$ cat config.mk
export PLATFORM = sky130hd
export DESIGN_NAME = mult_seq_ctrl
export DESIGN_NICKNAME = d
export VERILOG_FILES = /design/src/rtl/mult_seq_ctrl.sv
export SDC_FILE = /design/constraint.sdc
export NUM_CORES = 1
export LEC_CHECK = 0
export CAP_MARGIN = 15
export CORE_MARGIN = 10
export CORE_UTILIZATION = 45
export DETAILED_ROUTE_END_ITERATION = 10
export PLACE_DENSITY = 0.74
export SLEW_MARGIN = 20
export SYNTH_ARGS = -nofsm -noshare
export SYNTH_HDL_FRONTEND = slang
export SYNTH_SLANG_ARGS = --single-unit
$ cat constraint.sdc
create_clock -name clk -period 1.6 [get_ports clk]
set_clock_uncertainty 0.1 [all_clocks]
set_input_delay 0.32 -clock clk [delete_from_list [all_inputs] [get_ports clk]]
set_output_delay 0.32 -clock clk [all_outputs]
set_load 0.05 [all_outputs]
$ cat src/rtl/mult_seq_ctrl.sv
// rtl/mult_seq_ctrl.sv - sequencer for a serial-operand multiplier core and its product serializer
// Define MULT_SEQ_TIMEOUT_EN to build the watchdog counter and the ERR state.
module mult_seq_ctrl #(
  parameter int N_IN    = 12,
  parameter int TIMEOUT = 64
) (
  input  logic clk,
  input  logic reset,
  input  logic start,
  output logic sin_en,
  output logic mul_go,
  input  logic mul_done,
  output logic sz,
  input  logic fz,
  output logic busy,
  output logic done,
  output logic err
);

  localparam int CNT_W = (N_IN > 1) ? $clog2(N_IN) : 1;
  localparam logic [CNT_W-1:0] CNT_LAST = CNT_W'(N_IN - 1);

  if (N_IN < 1 || TIMEOUT < 2 || TIMEOUT > 255) begin : g_bad_param
    $error("mult_seq_ctrl: N_IN must be >= 1 and TIMEOUT within 2..255");
  end

`ifdef MULT_SEQ_TIMEOUT_EN
  typedef enum logic [2:0] {IDLE, SHIFT_IN, MULT, UNLOAD_REQ, UNLOAD, DONE, ERR} state_t;
  localparam logic [7:0] WD_LAST = 8'(TIMEOUT - 1);
  logic [7:0] wdog, wdog_n;
`else
  typedef enum logic [2:0] {IDLE, SHIFT_IN, MULT, UNLOAD_REQ, UNLOAD, DONE} state_t;
`endif

  state_t           state, state_n;
  logic [CNT_W-1:0] bit_cnt, bit_cnt_n;
  logic             start_q, hist_vld, start_edge, exit_ok, busy_n;

  // hist_vld stays low for the first cycle after reset so a start level held
  // across reset release is not mistaken for a rising edge
  assign start_edge = start & ~start_q & hist_vld;

  always_comb begin
    state_n = state;
    exit_ok = 1'b0;
    case (state)
      IDLE:       if (start_edge) state_n = SHIFT_IN;
      SHIFT_IN:   if (bit_cnt == CNT_LAST) state_n = MULT;
      MULT: begin
        // mul_go is still high during the launch cycle, so mul_done is ignored there
        exit_ok = mul_done & ~mul_go;
        if (exit_ok) state_n = UNLOAD_REQ;
      end
      UNLOAD_REQ: begin
        exit_ok = fz;
        if (exit_ok) state_n = UNLOAD;
      end
      UNLOAD: begin
        exit_ok = ~fz;
        if (exit_ok) state_n = DONE;
      end
      DONE:       state_n = IDLE;
`ifdef MULT_SEQ_TIMEOUT_EN
      ERR:        if (start_edge) state_n = SHIFT_IN;
`endif
      default:    state_n = IDLE;
    endcase
`ifdef MULT_SEQ_TIMEOUT_EN
    // a met exit condition wins over an expiring watchdog
    if ((state == MULT || state == UNLOAD_REQ || state == UNLOAD) && !exit_ok && wdog == WD_LAST)
      state_n = ERR;
`endif
    bit_cnt_n = (state == SHIFT_IN && state_n == SHIFT_IN) ? bit_cnt + 1'b1 : '0;
  end

`ifdef MULT_SEQ_TIMEOUT_EN
  always_comb begin
    wdog_n = '0;
    if (state_n == state && (state == MULT || state == UNLOAD_REQ || state == UNLOAD))
      wdog_n = wdog + 8'd1;
  end

  assign busy_n = (state_n != IDLE) && (state_n != ERR);

  always_ff @(posedge clk or posedge reset) begin
    if (reset) begin
      wdog <= '0;
      err  <= 1'b0;
    end else begin
      wdog <= wdog_n;
      err  <= (state_n == ERR);
    end
  end
`else
  assign busy_n = (state_n != IDLE);
  assign err    = 1'b0;
`endif

  // outputs are registered from the next state so they line up with the state register
  always_ff @(posedge clk or posedge reset) begin
    if (reset) begin
      state    <= IDLE;
      bit_cnt  <= '0;
      start_q  <= 1'b0;
      hist_vld <= 1'b0;
      sin_en   <= 1'b0;
      mul_go   <= 1'b0;
      sz       <= 1'b0;
      busy     <= 1'b0;
      done     <= 1'b0;
    end else begin
      state    <= state_n;
      bit_cnt  <= bit_cnt_n;
      start_q  <= start;
      hist_vld <= 1'b1;
      sin_en   <= (state_n == SHIFT_IN);
      mul_go   <= (state_n == MULT) && (state != MULT);
      sz       <= (state_n == UNLOAD_REQ);
      busy     <= busy_n;
      done     <= (state_n == DONE);
    end
  end

endmodule
==> results.py <==
metrics = {
    "global_routing": {
        "first_global_vias": 482,
        "grt_util_all_layers_pct": 8.094,
        "antenna_found_initial": 0,
        "grt-ovfl-total": 0,
        "grt_pass1_wl_um": 2125,
        "grt_max_degree": 15,
    },
    "placed_design": {
        "dp_hpwl_um": 864.4,
        "port_buffers": 9,
        "place_inst": 81,
        "dpl-instance-area_um2": 779.5,
        "gp_congestion": 0.8622,
        "post-place-ws_ns": -0.1207,
    },
    "worst_setup_path": {
        "max_stage_delay_ns": 0.43,
        "crit_required_ns": 1.68,
        "worst-path-stages": 5,
        "critPathCaptureType": "register",
        "path_cells": "ha_4, nand4bb_1, a32oi_2, buf_4, a221oi_1",
        "worstPathMaxFanout": 4,
        "path_delay_family": "flip-flops",
        "worst-path-buf-inv": 1,
        "worstRegToRegCells": 5,
        "crit_type": "reg -> reg",
        "cp_data_arrival_time_ns": 1.63,
        "start_kind": "register",
        "slowest_stage": "dfrtp_1",
    },
    "floorplanning": {
        "core_area_um2": 1318,
        "num_rows": 13,
        "start_util_pct": 47.77,
        "io_pins": 11,
        "dieWidth_um": 57.40,
        "die_area_um2": 3294,
        "die_h_um": 57.40,
    },
    "route": {
        "vias_per_cell": 5.356,
        "drt_wl_total_um": 1274,
        "wl_per_cell_um": 14.64,
        "vias": 466,
        "drtPass1Iterations": 4,
        "first_iter_violations": 5,
        "drcViolationCount": 0,
        "ant_nets": 0,
    },
    "sta": {
        "fmax_mhz": 646.1,
        "period_share_pct": 96.74,
        "fin_ws_ns": 0.05224,
        "drv_slew": 0,
        "setup_viol": 0,
        "final_hold_viol_count": 0,
        "period_needed_ns": 1.548,
    },
    "clock_tree": {
        "clk_pin_slew_ns": 0.08,
        "h-tree-depth": 1,
        "cts_inserted_buffers": 3,
        "clock_path_buffers": 2,
        "cts_hold_buf": 0,
        "root_buffer": "clkbuf_4",
        "worstSkewPairLatency_ns": 0.28,
        "cts_tree": "done",
        "clock_sinks": 14,
    },
    "outcome": {
        "status": "finished, final reports clean",
    },
    "synthesis": {
        "avgSynthCellArea_um2": 10.85,
        "syn-num-nets": 64,
        "ys_ff_latch": 14,
        "yosysUniqueCellTypes": 29,
        "yosysSeqAreaShare_pct": 55.67,
        "yosys_warnings": 0,
        "synthCells": 58,
        "syn_area_um2": 629.4,
    },
    "power": {
        "p_per_area_nw_per_um2": 1675,
        "max-vdd-ir-drop_mv": 0.8987,
        "p_leak_uw": 0.0003967,
    },
    "layout": {
        "area_delta_synth_final_pct": 36.38,
        "post_layout_nonfiller_instances": 87,
        "num_antenna_cells": 0,
        "final_nets": 79,
        "drive_gt1_share_pct": 26.39,
        "postLayoutCellArea_um2": 858.3,
    },
    "hold_path": {
        "hold_path.class": "in -> async",
    },
    "flow_run": {
        "maxCapViolations": 0,
    },
}
## per-stage QoR
stage | setup TNS [ns] | util (%) | hold slack (ns) | total power [µW]
detailed placement | -0.1478 | 59.16 | 0.3534 | 1092
finish | 0 | 65.15 | 0.2524 | 1438
floorplan | 0 | - | 0.1092 | 886.0
CTS | 0 | 61.92 | 0.2731 | 1352
global placement | -0.02716 | 59.16 | 0.3526 | 1085
global route | -0.02796 | 65.15 | 0.2975 | 1529
## per-layer routing
metal  track usage [%]  vias up  wire [µm]
met3             4.646        6         99
met1             8.166      219        545
met2             12.58       17        593
li1                  -      224          -
met5                 0        -          0
met4             5.034        0         35
## layout by cell type (no fill, tap or decap), types with 3 or more instances in the layout
| cell | count |
|---|---|
| a21oi_1 | 3 |
| clkdlybuf4s50_1 | 4 |
| dfrtp_1 | 12 |
| nor2_1 | 7 |
| buf_4 | 4 |
| inv_1 | 4 |
| buf_12 | 5 |
| nand2_1 | 3 |
| clkbuf_4 | 3 |
## cells in the mapped netlist, drive strengths merged
library cell / n / area share, %
and4bb: 1 / 2.0
xor2: 1 / 1.4
xnor2: 1 / 1.4
dfrtp: 14 / 56
ha: 1 / 2.0
and3b: 2 / 2.8
a2111oi: 1 / 2.4
nor2: 7 / 4.2
nand4bb: 1 / 1.8
nor2b: 1 / 0.99
nand4b: 1 / 1.4
o21bai: 1 / 1.2
nor3b: 1 / 1.2
nand2b: 1 / 0.99
and3: 1 / 0.99
nor3: 2 / 1.6
nand2: 3 / 1.8
a221oi: 1 / 1.4
a21oi: 3 / 2.4
a32oi: 1 / 1.4
or3: 1 / 0.99
and2b: 1 / 1.2
nand3: 1 / 0.79
buf: 3 / 3.8
o21ai: 1 / 0.79
conb: 2 / 1.2
inv: 4 / 2.4
## power by group
group          internal (µW)  switching, µW  leakage, µW
Clock                    138            113    0.0000210
Sequential               451            123     0.000173
Combinational            313            299     0.000202
## layout make-up
| cell class | count | area (µm²) |
|---|---|---|
| fill | 100 | 459.2 |
| sequential | 14 | 352.8 |
| multi-input combinational | 37 | 265.3 |
| timing repair buffer | 13 | 170.2 |
| clock buffer | 4 | 36.28 |
| tap | 15 | 18.77 |
| inverter | 4 | 15.01 |
## sequential cells by signal (all words and copies together) (netlist names)
register	cells
done	1
mul_go	1
sin_en	1
busy	1
hist_vld	1
bit_cnt	4
start_q	1
state	3
sz	1
## worst paths after layout
check / endpoint / from / slack [ns]
worst max-delay path: sin_en / bit_cnt[0] / 0.05
worst min-delay path: bit_cnt[2] / reset / 0.25
worst max register to register: sin_en / bit_cnt[0] / 0.05
worst min register to register: bit_cnt[0] / bit_cnt[0] / 0.43
max in group asynchronous: state[2] / reset / 0.78
min in group clk: start_q / start / 0.41
## repair_timing
item,4_1_cts,5_1_grt
pin swaps,1,3
gates resized for setup,0,6
setup buffers,0,2
setup endpoints to repair,1,6
endpoints found under the hold margin,0,0
## cell families after synthesis
logic type | count (synthesis) | share of synthesized area [%]
other cells | 2 | 1.193
buf+inv | 7 | 6.162
fa+ha+maj | 1 | 1.988
flops | 14 | 55.67
simple gates | 24 | 22.67
xor+xnor | 2 | 2.784
compound gates | 8 | 9.542
(Power assumes the default switching activity.)
